### config.mk
export PLATFORM = sky130hd
export DESIGN_NAME = uart_frame_ctrl
export DESIGN_NICKNAME = d
export VERILOG_FILES = /design/src/rtl/uart_frame_ctrl.sv
export SDC_FILE = /design/constraint.sdc
export NUM_CORES = 1
export LEC_CHECK = 0
export ABC_AREA = 0
export CORE_MARGIN = 2
export CORE_UTILIZATION = 50
export CTS_CLUSTER_SIZE = 12
export DETAILED_ROUTE_END_ITERATION = 10
export DONT_BUFFER_PORTS = 1
export PLACE_DENSITY_LB_ADDON = 0.1
export SKIP_CTS_REPAIR_TIMING = 1
export SLEW_MARGIN = 40
export SYNTH_ARGS = -nofsm -noshare
export SYNTH_HDL_FRONTEND = slang
export SYNTH_SLANG_ARGS = --single-unit
### constraint.sdc
create_clock -name clk -period 2.05 [get_ports clk]
set_input_delay 0.41 -clock clk [delete_from_list [all_inputs] [get_ports clk]]
set_output_delay 0.41 -clock clk [all_outputs]
set_load 0.02 [all_outputs]
### src/rtl/uart_frame_ctrl.sv
// -----------------------------------------------------------------------------
// uart_frame_ctrl
//
// Receive-side frame sequencer for a UART link. Bytes strobed in by the UART
// receiver are written into an external 8-bit frame buffer. A frame is
// FRAME_LEN bytes; the last byte is an XOR checksum chosen so that the XOR of
// the whole frame is zero. Complete, valid frames have their payload
// (FRAME_LEN-1 bytes) drained to a downstream consumer over valid/ready.
// Stalled partial frames (no byte for TIMEOUT_CYC cycles) and frames with a
// bad checksum are dropped and flagged.
//
// Ports
//   clk        system clock, rising edge
//   rst_n      asynchronous active-low reset
//   rx_done    one-cycle strobe, rx_data valid
//   rx_data    received byte
//   buf_clr    one-cycle pulse, buffer write pointer back to 0
//   buf_wr     buffer write strobe
//   buf_wdata  buffer write data
//   buf_raddr  buffer read address (drain index, 0 outside a drain)
//   buf_rdata  buffer read data, combinational from buf_raddr
//   out_valid  out_data valid
//   out_data   payload byte
//   out_last   final payload byte of the frame, qualified by out_valid
//   out_ready  consumer accepts the byte
//   frame_err  sticky until the next frame starts: last frame was dropped
//   ovr        sticky until reset: a byte arrived while not receiving
//   busy       sequencer is anywhere but IDLE
// -----------------------------------------------------------------------------
module uart_frame_ctrl #(
    parameter int FRAME_LEN   = 5,
    parameter int TIMEOUT_CYC = 50000,
    parameter int CNT_W       = 16
) (
    input  logic       clk,
    input  logic       rst_n,
    input  logic       rx_done,
    input  logic [7:0] rx_data,
    output logic       buf_clr,
    output logic       buf_wr,
    output logic [7:0] buf_wdata,
    output logic [2:0] buf_raddr,
    input  logic [7:0] buf_rdata,
    output logic       out_valid,
    output logic [7:0] out_data,
    output logic       out_last,
    input  logic       out_ready,
    output logic       frame_err,
    output logic       ovr,
    output logic       busy
);

    typedef enum logic [2:0] {
        S_CLR   = 3'd0,
        S_IDLE  = 3'd1,
        S_RECV  = 3'd2,
        S_CHECK = 3'd3,
        S_FETCH = 3'd4,
        S_OUT   = 3'd5
    } state_t;

    localparam logic [2:0]       FRAME_LEN_V  = 3'(FRAME_LEN);
    localparam logic [2:0]       LAST_IDX_V   = 3'(FRAME_LEN - 2);
    localparam logic [CNT_W-1:0] TIMEOUT_V    = CNT_W'(TIMEOUT_CYC);
    localparam logic [CNT_W-1:0] TIMEOUT_M1_V = CNT_W'(TIMEOUT_CYC - 1);

    // Running checksum: fold one more byte into the XOR accumulator.
    function automatic logic [7:0] xor_fold(input logic [7:0] acc,
                                            input logic [7:0] data);
        return acc ^ data;
    endfunction

    // A frame is intact when the XOR over every byte, checksum included, is 0.
    function automatic logic checksum_ok(input logic [7:0] acc);
        return (acc == 8'h00);
    endfunction

    // Inter-byte timer advance; saturates instead of wrapping.
    function automatic logic [CNT_W-1:0] timer_step(input logic [CNT_W-1:0] t);
        logic [CNT_W-1:0] nxt;
        if (t >= TIMEOUT_V) begin
            nxt = TIMEOUT_V;
        end else begin
            nxt = t + {{(CNT_W-1){1'b0}}, 1'b1};
        end
        return nxt;
    endfunction

    state_t           state_r;
    logic [2:0]       byte_cnt_r;
    logic [2:0]       rd_idx_r;
    logic [7:0]       xor_acc_r;
    logic [CNT_W-1:0] timer_r;

    logic             buf_clr_r;
    logic             buf_wr_r;
    logic [7:0]       buf_wdata_r;
    logic             out_valid_r;
    logic [7:0]       out_data_r;
    logic             out_last_r;
    logic             frame_err_r;
    logic             ovr_r;
    logic             busy_r;

    // Frame sequencer: state, counters and every registered output.
    always_ff @(posedge clk or negedge rst_n) begin
        if (!rst_n) begin
            state_r     <= S_CLR;
            byte_cnt_r  <= 3'd0;
            rd_idx_r    <= 3'd0;
            xor_acc_r   <= 8'h00;
            timer_r     <= '0;
            buf_clr_r   <= 1'b0;
            buf_wr_r    <= 1'b0;
            buf_wdata_r <= 8'h00;
            out_valid_r <= 1'b0;
            out_data_r  <= 8'h00;
            out_last_r  <= 1'b0;
            frame_err_r <= 1'b0;
            ovr_r       <= 1'b0;
            busy_r      <= 1'b0;
        end else begin
            // Pulses default low; busy is recomputed from the state being entered.
            buf_clr_r <= 1'b0;
            buf_wr_r  <= 1'b0;
            busy_r    <= 1'b1;

            case (state_r)
                S_CLR: begin
                    buf_clr_r  <= 1'b1;
                    byte_cnt_r <= 3'd0;
                    xor_acc_r  <= 8'h00;
                    timer_r    <= '0;
                    rd_idx_r   <= 3'd0;
                    busy_r     <= 1'b0;
                    if (rx_done) begin
                        ovr_r <= 1'b1;
                    end
                    state_r <= S_IDLE;
                end

                S_IDLE: begin
                    if (rx_done) begin
                        // First byte of a new frame also clears the old drop flag.
                        buf_wr_r    <= 1'b1;
                        buf_wdata_r <= rx_data;
                        byte_cnt_r  <= 3'd1;
                        xor_acc_r   <= rx_data;
                        timer_r     <= '0;
                        frame_err_r <= 1'b0;
                        state_r     <= S_RECV;
                    end else begin
                        busy_r <= 1'b0;
                    end
                end

                S_RECV: begin
                    if (rx_done) begin
                        // A byte on the timeout cycle still wins over the timeout.
                        buf_wr_r    <= 1'b1;
                        buf_wdata_r <= rx_data;
                        byte_cnt_r  <= byte_cnt_r + 3'd1;
                        xor_acc_r   <= xor_fold(xor_acc_r, rx_data);
                        timer_r     <= '0;
                        if ((byte_cnt_r + 3'd1) == FRAME_LEN_V) begin
                            state_r <= S_CHECK;
                        end
                    end else if (timer_r >= TIMEOUT_M1_V) begin
                        // This idle cycle is the one that brings the timer to the limit.
                        timer_r     <= TIMEOUT_V;
                        frame_err_r <= 1'b1;
                        state_r     <= S_CLR;
                    end else begin
                        timer_r <= timer_step(timer_r);
                    end
                end

                S_CHECK: begin
                    if (rx_done) begin
                        ovr_r <= 1'b1;
                    end
                    if (checksum_ok(xor_acc_r)) begin
                        rd_idx_r <= 3'd0;
                        state_r  <= S_FETCH;
                    end else begin
                        frame_err_r <= 1'b1;
                        state_r     <= S_CLR;
                    end
                end

                S_FETCH: begin
                    if (rx_done) begin
                        ovr_r <= 1'b1;
                    end
                    // buf_raddr already shows rd_idx, so buf_rdata is the wanted byte.
                    out_data_r  <= buf_rdata;
                    out_valid_r <= 1'b1;
                    out_last_r  <= (rd_idx_r == LAST_IDX_V);
                    state_r     <= S_OUT;
                end

                S_OUT: begin
                    if (rx_done) begin
                        ovr_r <= 1'b1;
                    end
                    if (out_valid_r && out_ready) begin
                        out_valid_r <= 1'b0;
                        out_last_r  <= 1'b0;
                        if (out_last_r) begin
                            // Checksum byte is never read out; frame is finished.
                            rd_idx_r <= 3'd0;
                            state_r  <= S_CLR;
                        end else begin
                            rd_idx_r <= rd_idx_r + 3'd1;
                            state_r  <= S_FETCH;
                        end
                    end
                end

                default: begin
                    state_r <= S_CLR;
                end
            endcase
        end
    end

    assign buf_clr   = buf_clr_r;
    assign buf_wr    = buf_wr_r;
    assign buf_wdata = buf_wdata_r;
    assign buf_raddr = rd_idx_r;
    assign out_valid = out_valid_r;
    assign out_data  = out_data_r;
    assign out_last  = out_last_r;
    assign frame_err = frame_err_r;
    assign ovr       = ovr_r;
    assign busy      = busy_r;

endmodule
==> out/summary.txt, run 1 <==
gr usage total -> 0.204
Skew-Pair Late Insertion Delay -> 0.30 ns
final routed wirelength across all metal layers -> 5910 um
met2 routed wirelength -> 2600 um
mean instance size in the synthesized netlist -> 9.95 sq um
Worst Hold Endpoint -> ovr
layout overhead on the synthesized area -> 12.6%
flop2flop setup slack -> 0.07 ns
post-DP HPWL -> 3990 um
Placement Rows -> 27
Final min period -> 1.98 ns
die extent in x -> 79.1 um
Setup Total Neg Slack -> 0 ns
yosys warns -> 0
EDFF count, synth -> 0
data required time of the worst path -> 2.28 ns
number of maximum-capacitance constraint violations -> 0
standard cell core area -> 5470 sq um
total of fill cells in the finished design -> 494
r2r endpoint -> timer_r[3]
Ports -> 46
total cell area at the placement stage -> 2950 sq um
Final Setup Violations -> 0
buffer depth of the longest clock path -> 2
worst reg2reg path depth -> 7
starting DRC count in detailed routing -> 145
Finished Core Util -> 0.579
worst hold path class -> input pin to flop
Chip Height -> 79.1 um
distinct cell type count after synthesis -> 42
routed length on met3 -> 381 um
ANT nets after route -> 0
highest-count cells in the layout ignoring fill and taps -> sky130_fd_sc_hd__dfrtp_1, sky130_fd_sc_hd__nor2_1, sky130_fd_sc_hd__a21oi_1, sky130_fd_sc_hd__buf_4, sky130_fd_sc_hd__o21ai_0
Max-slew headroom -> 0.652
fin area -> 3170 sq um
maximum fanout along the worst path -> 8
overall die area -> 6250 sq um
clock-pin transition on the worst setup and hold timing paths -> 0.10 ns
transition time of the tightest slew-check pin -> 0.517 ns
power per cell area -> 1290 nW/um^2
primary flip-flop cell chosen by synthesis mapping -> sky130_fd_sc_hd__dfrtp_1
TritonCTS buffer count -> 5
Residual DRC -> 0
cell count after placement -> 357
count of placed standard cells in the final layout, fillers left out -> 374
weighted congestion at the end of routability-driven global placement -> 0.854
leftover overflow at the end of global routing -> 0
sequential cell area in the final layout -> 1400 sq um
Setup crit start kind -> flop
TritonCTS clock tree -> yes
launch point of the worst hold path -> rx_done
number of cells on the worst hold path -> 1
net count of the mapped netlist -> 309
arrival time of data at the critical path endpoint -> 2.21 ns
worst vdd ir -> 0.643 mV
largest net degree at the start of global routing -> 57
static leakage power -> 1.42 nW
Antenna Diode Count -> 0
highest metal layer with signal wires -> met4
kind of critical path -> flop to flop
run status -> finished clean
master cell of the clock root buffer -> sky130_fd_sc_hd__clkbuf_8
layout cells sized above 1 -> 0.189
Routed wire per std cell -> 15.8 um
number of buffers inserted by port buffering -> 0
number of register bits inferred by synthesis -> 56
first-pass GRT wire length -> 10300 um
fin crit share -> 0.964
nature of the critical path endpoint -> flop
effective utilization at floorplan -> 0.515
worst reg2reg startpoint -> timer_r[1]
number of vias per cell after detailed routing -> 5.81
Final Hold Violating Endpoints -> 0
most common cell after layout, fill and taps aside -> sky130_fd_sc_hd__dfrtp_1
clk sink count -> 56
Final Max Tran Viols -> 0
total standard cell area after synthesis -> 2820 sq um
CTS H-tree lvls -> 2
fraction of registers with async set or reset after synthesis -> 1.00
number of global-route vias before repair -> 2176
TritonRoute pass-1 iters -> 4
final-stage net count -> 327
Max Fclk -> 0.506 GHz
total number of vias -> 2173
number of antenna violations at the first check in global routing -> 0
Cells after Synth -> 283
post-synthesis sequential area ratio -> 0.498
Final Skew -> 0.00766 ns
sum of routed wire segments on met1 -> 2890 um
area occupied by multi-input gates -> 1310 sq um
-- worst max path at each step --
stage | slack (ns) | end | cells after the start | from
final | 0.07 | timer_r[3] | 7 | timer_r[1]
after global routing | -0.004 | timer_r[14] | 8 | timer_r[0]
after CTS | 0.02 | timer_r[12] | 7 | timer_r[0]
after detailed placement | 0.05 | timer_r[2] | 7 | timer_r[0]
after global placement | 0.09 | timer_r[12] | 7 | timer_r[0]
after floorplan | 0.13 | timer_r[9] | 6 | timer_r[0]
-- cells in the mapped netlist, types with 2 or more instances --
| cell | number | area (sq um) |
|---|---|---|
| sky130_fd_sc_hd__mux2_2 | 20 | 225 |
| sky130_fd_sc_hd__clkbuf_1 | 9 | 33.8 |
| sky130_fd_sc_hd__nor2b_1 | 3 | 18.8 |
| sky130_fd_sc_hd__a21o_1 | 5 | 37.5 |
| sky130_fd_sc_hd__or2b_1 | 4 | 30.0 |
| sky130_fd_sc_hd__nor2_1 | 32 | 120 |
| sky130_fd_sc_hd__o21a_1 | 3 | 22.5 |
| sky130_fd_sc_hd__xor2_1 | 2 | 17.5 |
| sky130_fd_sc_hd__a31oi_1 | 8 | 50.1 |
| sky130_fd_sc_hd__nor4_1 | 4 | 25.0 |
| sky130_fd_sc_hd__nor3_1 | 4 | 20.0 |
| sky130_fd_sc_hd__o21ai_0 | 21 | 105 |
| sky130_fd_sc_hd__buf_6 | 3 | 33.8 |
| sky130_fd_sc_hd__nand2_1 | 19 | 71.3 |
| sky130_fd_sc_hd__ha_1 | 6 | 75.1 |
| sky130_fd_sc_hd__inv_1 | 10 | 37.5 |
| sky130_fd_sc_hd__a41oi_1 | 2 | 17.5 |
| sky130_fd_sc_hd__and3_1 | 3 | 18.8 |
| sky130_fd_sc_hd__dfrtp_1 | 56 | 1400 |
| sky130_fd_sc_hd__nand4_1 | 6 | 37.5 |
| sky130_fd_sc_hd__nand2b_1 | 2 | 12.5 |
| sky130_fd_sc_hd__a32oi_1 | 8 | 70.1 |
| sky130_fd_sc_hd__buf_1 | 2 | 7.51 |
| sky130_fd_sc_hd__a22o_1 | 3 | 26.3 |
| sky130_fd_sc_hd__a21oi_1 | 24 | 120 |
| sky130_fd_sc_hd__nand3_1 | 8 | 40.0 |
-- through the flow --
step | hold WS, ns | setup WS [ns] | power, mW
5_1_grt | 0.212 | -0.00413 | 4.38
6_report | 0.213 | 0.0740 | 4.08
4_1_cts | -0.229 | 0.0155 | 4.06
2_1_floorplan | 0.114 | 0.132 | 2.99
3_5_place_dp | 0.116 | 0.0495 | 3.33
3_3_place_gp | 0.116 | 0.0927 | 3.30
-- area by class of cell --
cell class,instances,share of cell area
well taps,72,0.0284
flip-flops and latches,56,0.442
inverters,10,0.0118
clock inverters,3,0.0134
repair buffers,26,0.0710
multi-input cells,202,0.412
clock buffers,5,0.0217
-- power breakdown --
| part | total (mW) | switching, mW | internal, mW |
|---|---|---|---|
| Clock | 0.726 | 0.364 | 0.362 |
| Sequential | 1.91 | 0.488 | 1.43 |
| Combinational | 1.44 | 0.786 | 0.656 |
| Total | 4.08 | 1.64 | 2.44 |
-- cell families after synthesis --
| family | count (synthesis) | synth area share |
|---|---|---|
| adder cells (fa/ha/maj) | 6 | 0.0267 |
| flip-flops | 56 | 0.498 |
| XOR/XNOR | 3 | 0.00933 |
| buffers and inverters | 25 | 0.0418 |
| multiplexers | 21 | 0.0835 |
| AND/OR/NAND/NOR | 89 | 0.152 |
| AO/OA/AOI/OAI | 83 | 0.189 |
-- worst max-delay path, cell delays in order (launching register included) --
cell	delay [ns]
sky130_fd_sc_hd__dfrtp_1	0.40
sky130_fd_sc_hd__ha_2	0.19
sky130_fd_sc_hd__and3_4	0.18
sky130_fd_sc_hd__a211o_1	0.30
sky130_fd_sc_hd__a211oi_4	0.29
sky130_fd_sc_hd__buf_6	0.16
sky130_fd_sc_hd__or2b_1	0.22
sky130_fd_sc_hd__a31oi_1	0.16
-- registers in the layout, indices dropped and copies added (netlist names) --
register    count
buf_clr         1
buf_raddr       3
buf_wdata       8
buf_wr          1
busy            1
byte_cnt_r      3
frame_err       1
out_data        8
out_last        1
out_valid       1
ovr             1
state_r         3
timer_r        16
xor_acc_r       8
-- metal layers --
| layer | vias up | GRT usage |
|---|---|---|
| li1 | 1057 | - |
| met1 | 1052 | 0.293 |
| met2 | 60 | 0.313 |
| met3 | 4 | 0.0568 |
| met4 | 0 | 0.0362 |
| met5 | - | 0 |
(Power assumes the default switching activity.)
==> run 2, diff against run 1 <==
--- a/config.mk
+++ b/config.mk
@@ -6,6 +6,7 @@
 export NUM_CORES = 1
 export LEC_CHECK = 0
 export ABC_AREA = 0
+export CORE_ASPECT_RATIO = 0.5
 export CORE_MARGIN = 2
 export CORE_UTILIZATION = 50
 export CTS_CLUSTER_SIZE = 12
==> out/summary.txt, run 2 (same netlist as run 1, synthesis figures left out) <==
Skew-Pair Late Insertion Delay -> 0.29 ns (was 0.30 ns)
static leakage power -> 1.42 nW (about the same)
sequential cell area in the final layout -> 1400 sq um (unchanged)
number of buffers and inverters on the critical path -> 1 (unchanged)
Setup crit start kind -> flop (unchanged)
total number of vias -> 2178 (was 2173)
combinational power share -> 0.346 (was 0.353)
arrival time of data at the critical path endpoint -> 2.21 ns (about the same)
share of power burned in registers -> 0.450 (was 0.469)
TritonCTS clock tree -> yes (unchanged)
Ports -> 46 (unchanged)
Chip Height -> 57.1 um (was 79.1 um)
ANT nets after route -> 0 (unchanged)
transition time of the tightest slew-check pin -> 0.554 ns (was 0.517 ns)
final routed wirelength across all metal layers -> 6180 um (was 5910 um)
cell type of the slowest stage on the worst timing path -> sky130_fd_sc_hd__dfrtp_1 (unchanged)
met2 routed wirelength -> 2930 um (was 2600 um)
weighted congestion at the end of routability-driven global placement -> 0.835 (was 0.854)
maximum fanout along the worst path -> 4 (was 8)
nature of the critical path endpoint -> flop (unchanged)
sum of routed wire segments on met1 -> 2890 um (about the same)
final-stage net count -> 323 (was 327)
most common cell after layout, fill and taps aside -> sky130_fd_sc_hd__dfrtp_1 (unchanged)
standard cell core area -> 5470 sq um (about the same)
TritonCTS buffer count -> 5 (unchanged)
effective utilization at floorplan -> 0.515 (about the same)
cells along the critical path -> ha_2, and3_4, a211o_1, a211oi_4, buf_4, or2b_1, a31oi_1 (was ha_2, and3_4, a211o_1, a211oi_4, buf_6, or2b_1, a31oi_1)
Final Max Tran Viols -> 0 (unchanged)
number of vias per cell after detailed routing -> 5.89 (was 5.81)
number of buffers inserted by port buffering -> 0 (unchanged)
clk sink count -> 56 (unchanged)
data required time of the worst path -> 2.26 ns (was 2.28 ns)
largest net degree at the start of global routing -> 57 (unchanged)
power per cell area -> 1340 nW/um^2 (was 1290 nW/um^2)
area occupied by multi-input gates -> 1310 sq um (about the same)
overall die area -> 6290 sq um (was 6250 sq um)
Final Setup Violations -> 0 (unchanged)
number of flip-flops under the largest register name -> 16 (unchanged)
number of maximum-capacitance constraint violations -> 0 (unchanged)
worst hold path class -> input pin to flop (unchanged)
run status -> finished clean (unchanged)
Clock Power Share -> 0.204 (was 0.178)
leftover overflow at the end of global routing -> 0 (unchanged)
fin crit share -> 0.976 (was 0.964)
layout cells sized above 1 -> 0.178 (was 0.189)
register with the highest flop count -> timer_r (unchanged)
fin area -> 3180 sq um (was 3170 sq um)
gr usage total -> 0.212 (was 0.204)
die extent in x -> 110 um (was 79.1 um)
cell family with most CP delay -> compound AO/OA/AOI/OAI gates (unchanged)
routed length on met3 -> 311 um (was 381 um)
Max-slew headroom -> 0.628 (was 0.652)
kind of critical path -> flop to flop (unchanged)
first-pass GRT wire length -> 10300 um (about the same)
buffer depth of the longest clock path -> 2 (unchanged)
Antenna Diode Count -> 0 (unchanged)
total cell area at the placement stage -> 2960 sq um (was 2950 sq um)
CTS H-tree lvls -> 2 (unchanged)
worst vdd ir -> 0.735 mV (was 0.643 mV)
switching fraction of total power -> 0.396 (was 0.401)
Final Skew -> 0.00691 ns (was 0.00766 ns)
tightest hold margin -> 0.234 ns (was 0.213 ns)
Routed wire per std cell -> 16.7 um (was 15.8 um)
layout overhead on the synthesized area -> 12.8% (was 12.6%)
Internal Dissipation -> 2.56 mW (was 2.44 mW)
Residual DRC -> 0 (unchanged)
Power, Total -> 4.25 mW (was 4.08 mW)
Max Fclk -> 0.500 GHz (was 0.506 GHz)
unrepaired setup endpoints after global routing -> yes
clock-pin transition on the worst setup and hold timing paths -> 0.07 ns (was 0.10 ns)
TritonRoute pass-1 iters -> 4 (unchanged)
master cell of the clock root buffer -> sky130_fd_sc_hd__clkbuf_16 (was sky130_fd_sc_hd__clkbuf_8)
Final min period -> 2.00 ns (was 1.98 ns)
delay of the slowest cell on the worst path -> 0.40 ns (about the same)
highest-count cells in the layout ignoring fill and taps -> sky130_fd_sc_hd__dfrtp_1, sky130_fd_sc_hd__nor2_1, sky130_fd_sc_hd__a21oi_1, sky130_fd_sc_hd__o21ai_0 (was sky130_fd_sc_hd__dfrtp_1, sky130_fd_sc_hd__nor2_1, sky130_fd_sc_hd__a21oi_1, sky130_fd_sc_hd__buf_4, sky130_fd_sc_hd__o21ai_0)
Placement Rows -> 19 (was 27)
number of antenna violations at the first check in global routing -> 0 (unchanged)
number of global-route vias before repair -> 2179 (was 2176)
Final Hold Violating Endpoints -> 0 (unchanged)
Net Sw Power -> 1.68 mW (was 1.64 mW)
post-DP HPWL -> 4100 um (was 3990 um)
starting DRC count in detailed routing -> 112 (was 145)
highest metal layer with signal wires -> met4 (unchanged)
total of fill cells in the finished design -> 483 (was 494)
run 2: routing by layer:
layer  vias to the layer above  track usage
met2                        51        0.350
li1                       1051            -
met5                         -            0
met4                         0       0.0482
met3                         6       0.0537
met1                      1070        0.284
run 2: metrics by stage:
stage / instances / util / setup WS (ns) / setup TNS (ns)
6_report: 370 / 0.581 / 0.0498 / 0
3_3_place_gp: 358 / 0.541 / 0.0785 / 0
2_1_floorplan: 283 / - / 0.132 / 0
5_1_grt: 370 / 0.581 / -0.0416 / -0.0697
4_1_cts: 365 / 0.568 / 0.0222 / 0
3_5_place_dp: 358 / 0.541 / 0.0340 / 0
run 2: worst paths after layout:
kind | startpoint | to | slack (ns) | depth (start not counted)
setup / recovery | timer_r[1] | timer_r[13] | 0.05 | 7
max in group asynchronous | rst_n | timer_r[2] | 1.16 | 2
setup reg to reg | timer_r[1] | timer_r[13] | 0.05 | 7
hold / removal | rx_done | ovr | 0.23 | 1
min in group asynchronous | rst_n | xor_acc_r[2] | 0.63 | 2
hold reg to reg | byte_cnt_r[2] | byte_cnt_r[2] | 0.53 | 1
run 2: cell type report:
| class | instances | share of cell area |
|---|---|---|
| Inverter | 10 | 0.0118 |
| Multi-Input combinational cell | 202 | 0.413 |
| Sequential cell | 56 | 0.441 |
| Tap cell | 73 | 0.0288 |
| Clock buffer | 6 | 0.0437 |
| Clock inverter | 1 | 0.00276 |
| Timing Repair Buffer | 22 | 0.0591 |
run 2: power by group through the flow:
stage / combinational (mW) / sequential, mW / clock [mW]
2_1_floorplan: 1.11 / 1.88 / 0
3_3_place_gp: 1.37 / 1.92 / 0
3_5_place_dp: 1.41 / 1.94 / 0
4_1_cts: 1.43 / 1.92 / 0.888
5_1_grt: 1.65 / 1.96 / 0.931
6_report: 1.47 / 1.91 / 0.867
==> run 3, diff against run 2 <==
--- a/config.mk
+++ b/config.mk
@@ -8,7 +8,7 @@
 export ABC_AREA = 0
 export CORE_ASPECT_RATIO = 0.5
 export CORE_MARGIN = 2
-export CORE_UTILIZATION = 50
+export CORE_UTILIZATION = 40
 export CTS_CLUSTER_SIZE = 12
 export DETAILED_ROUTE_END_ITERATION = 10
 export DONT_BUFFER_PORTS = 1
==> out/summary.txt, run 3 (same netlist as run 1, synthesis figures left out) <==
Final Skew -> 0.00683 ns (was 0.00691 ns)
cell type of the slowest stage on the worst timing path -> sky130_fd_sc_hd__dfrtp_1 (unchanged)
die extent in x -> 123 um (was 110 um)
most common cell after layout, fill and taps aside -> sky130_fd_sc_hd__dfrtp_1 (unchanged)
register with the highest flop count -> timer_r (unchanged)
final routed wirelength across all metal layers -> 6400 um (was 6180 um)
effective utilization at floorplan -> 0.417 (was 0.515)
total of fill cells in the finished design -> 641 (was 483)
Residual DRC -> 0 (unchanged)
switching fraction of total power -> 0.387 (was 0.396)
delay of the slowest cell on the worst path -> 0.39 ns (was 0.40 ns)
layout overhead on the synthesized area -> 15.3% (was 12.8%)
met3 layer usage reported by global route -> 0.0444 (was 0.0537)
final-stage net count -> 327 (was 323)
TritonRoute pass-1 iters -> 4 (unchanged)
kind of critical path -> flop to flop (unchanged)
ANT nets after route -> 0 (unchanged)
master cell of the clock root buffer -> sky130_fd_sc_hd__clkbuf_16 (unchanged)
Max-slew headroom -> 0.631 (was 0.628)
number of maximum-capacitance constraint violations -> 0 (unchanged)
Final Hold Violating Endpoints -> 0 (unchanged)
layout cells sized above 1 -> 0.185 (was 0.178)
Setup Total Neg Slack -> 0 ns (unchanged)
gr usage total -> 0.175 (was 0.212)
share of power burned in registers -> 0.438 (was 0.450)
overall die area -> 7770 sq um (was 6290 sq um)
global-route track usage on met1 -> 0.244 (was 0.284)
transition time of the tightest slew-check pin -> 0.550 ns (was 0.554 ns)
Max Fclk -> 0.497 GHz (was 0.500 GHz)
nature of the critical path endpoint -> flop (unchanged)
maximum fanout along the worst path -> 5 (was 4)
Final min period -> 2.01 ns (was 2.00 ns)
TritonCTS clock tree -> yes (unchanged)
cells along the critical path -> ha_2, and3_4, a211o_1, a211oi_4, buf_6, or2b_1, a31oi_1 (was ha_2, and3_4, a211o_1, a211oi_4, buf_4, or2b_1, a31oi_1)
number of vias per cell after detailed routing -> 5.61 (was 5.89)
power per cell area -> 1340 nW/um^2 (about the same)
Ports -> 46 (unchanged)
clk sink count -> 56 (unchanged)
data required time of the worst path -> 2.26 ns (about the same)
Clock Power Share -> 0.223 (was 0.204)
Routed wire per std cell -> 16.2 um (was 16.7 um)
Power, Total -> 4.37 mW (was 4.25 mW)
run status -> finished clean (unchanged)
leftover overflow at the end of global routing -> 0 (unchanged)
combinational power share -> 0.339 (was 0.346)
number of buffers inserted by port buffering -> 0 (unchanged)
total cell area at the placement stage -> 2990 sq um (was 2960 sq um)
worst hold path class -> input pin to flop (unchanged)
number of global-route vias before repair -> 2187 (was 2179)
TritonCTS buffer count -> 5 (unchanged)
worst vdd ir -> 0.526 mV (was 0.735 mV)
clock-pin transition on the worst setup and hold timing paths -> 0.07 ns (about the same)
Placement Rows -> 21 (was 19)
global route hottest layer -> met2 (unchanged)
fin area -> 3250 sq um (was 3180 sq um)
number of flip-flops under the largest register name -> 16 (unchanged)
Final Setup Violations -> 0 (unchanged)
standard cell core area -> 6750 sq um (was 5470 sq um)
Skew-Pair Late Insertion Delay -> 0.29 ns (about the same)
starting DRC count in detailed routing -> 120 (was 112)
cell family with most CP delay -> compound AO/OA/AOI/OAI gates (unchanged)
CTS H-tree lvls -> 2 (unchanged)
met2 track demand over resource in global routing -> 0.275 (was 0.350)
post-DP HPWL -> 4240 um (was 4100 um)
unrepaired setup endpoints after global routing -> yes (unchanged)
largest net degree at the start of global routing -> 57 (unchanged)
Finished Core Util -> 0.481 (was 0.581)
static leakage power -> 1.45 nW (was 1.42 nW)
number of antenna violations at the first check in global routing -> 0 (unchanged)
Net Sw Power -> 1.69 mW (was 1.68 mW)
arrival time of data at the critical path endpoint -> 2.23 ns (was 2.21 ns)
Setup crit start kind -> flop (unchanged)
weighted congestion at the end of routability-driven global placement -> 0.832 (was 0.835)
Internal Dissipation -> 2.68 mW (was 2.56 mW)
total number of vias -> 2212 (was 2178)
buffer depth of the longest clock path -> 2 (unchanged)
first-pass GRT wire length -> 10700 um (was 10300 um)
Final Max Tran Viols -> 0 (unchanged)
Chip Height -> 63.3 um (was 57.1 um)
Antenna Diode Count -> 0 (unchanged)
number of buffers and inverters on the critical path -> 1 (unchanged)
fin crit share -> 0.981 (was 0.976)
highest-count cells in the layout ignoring fill and taps -> sky130_fd_sc_hd__dfrtp_1, sky130_fd_sc_hd__nor2_1, sky130_fd_sc_hd__a21oi_1, sky130_fd_sc_hd__buf_4, sky130_fd_sc_hd__o21ai_0 (was sky130_fd_sc_hd__dfrtp_1, sky130_fd_sc_hd__nor2_1, sky130_fd_sc_hd__a21oi_1, sky130_fd_sc_hd__o21ai_0)
-- run 3: final timing paths --
check                               from             to  slack (ns)  cells after the start
setup / recovery              timer_r[0]    timer_r[13]        0.04                      7
hold / removal                   rx_done            ovr        0.23                      1
setup reg to reg              timer_r[0]    timer_r[13]        0.04                      7
hold reg to reg            byte_cnt_r[2]  byte_cnt_r[2]        0.50                      1
max in group asynchronous          rst_n     timer_r[5]        1.15                      2
min in group asynchronous          rst_n    timer_r[14]        0.68                      2
-- run 3: worst reg2reg max path: stages (launching register included) --
cell and delay [ns]:
sky130_fd_sc_hd__dfrtp_1 0.39, sky130_fd_sc_hd__ha_2 0.19, sky130_fd_sc_hd__and3_4 0.18, sky130_fd_sc_hd__a211o_1 0.30, sky130_fd_sc_hd__a211oi_4 0.33, sky130_fd_sc_hd__buf_6 0.16, sky130_fd_sc_hd__or2b_1 0.23, sky130_fd_sc_hd__a31oi_1 0.16
-- run 3: stage by stage --
| stage | setup WS, ns | cells | hold slack (ns) |
|---|---|---|---|
| after floorplan | 0.132 | 283 | 0.114 |
| after global placement | 0.0183 | 378 | 0.115 |
| after detailed placement | -0.0568 | 378 | 0.116 |
| after CTS | -0.0787 | 386 | -0.205 |
| after global routing | -0.0596 | 394 | 0.224 |
| final | 0.0388 | 394 | 0.228 |
-- run 3: area by class of cell --
| class | count | area [sq um] | area share |
|---|---|---|---|
| clock inverter | 2 | 38.8 | 0.0119 |
| sequential | 56 | 1400 | 0.431 |
| inverter | 10 | 37.5 | 0.0116 |
| multi-input combinational | 202 | 1310 | 0.402 |
| tap | 92 | 115 | 0.0354 |
| clock buffer | 6 | 129 | 0.0397 |
| timing repair buffer | 26 | 221 | 0.0682 |
-- run 3: power groups by stage --
stage          registers [mW]  clock network (mW)  logic [mW]
2_1_floorplan            1.88                   0        1.11
3_3_place_gp             1.92                   0        1.38
3_5_place_dp             1.94                   0        1.43
4_1_cts                  1.92                1.00        1.43
5_1_grt                  1.96                1.05        1.68
6_report                 1.91               0.974        1.48
-- run 3: layer usage --
| metal | vias to the layer above | wire [um] | part of all wire |
|---|---|---|---|
| li1 | 1063 | - | - |
| met2 | 37 | 3000 | 0.47 |
| met4 | 0 | 31 | 0.0048 |
| met5 | - | 0 | 0 |
| met3 | 4 | 268 | 0.042 |
| met1 | 1108 | 3100 | 0.48 |
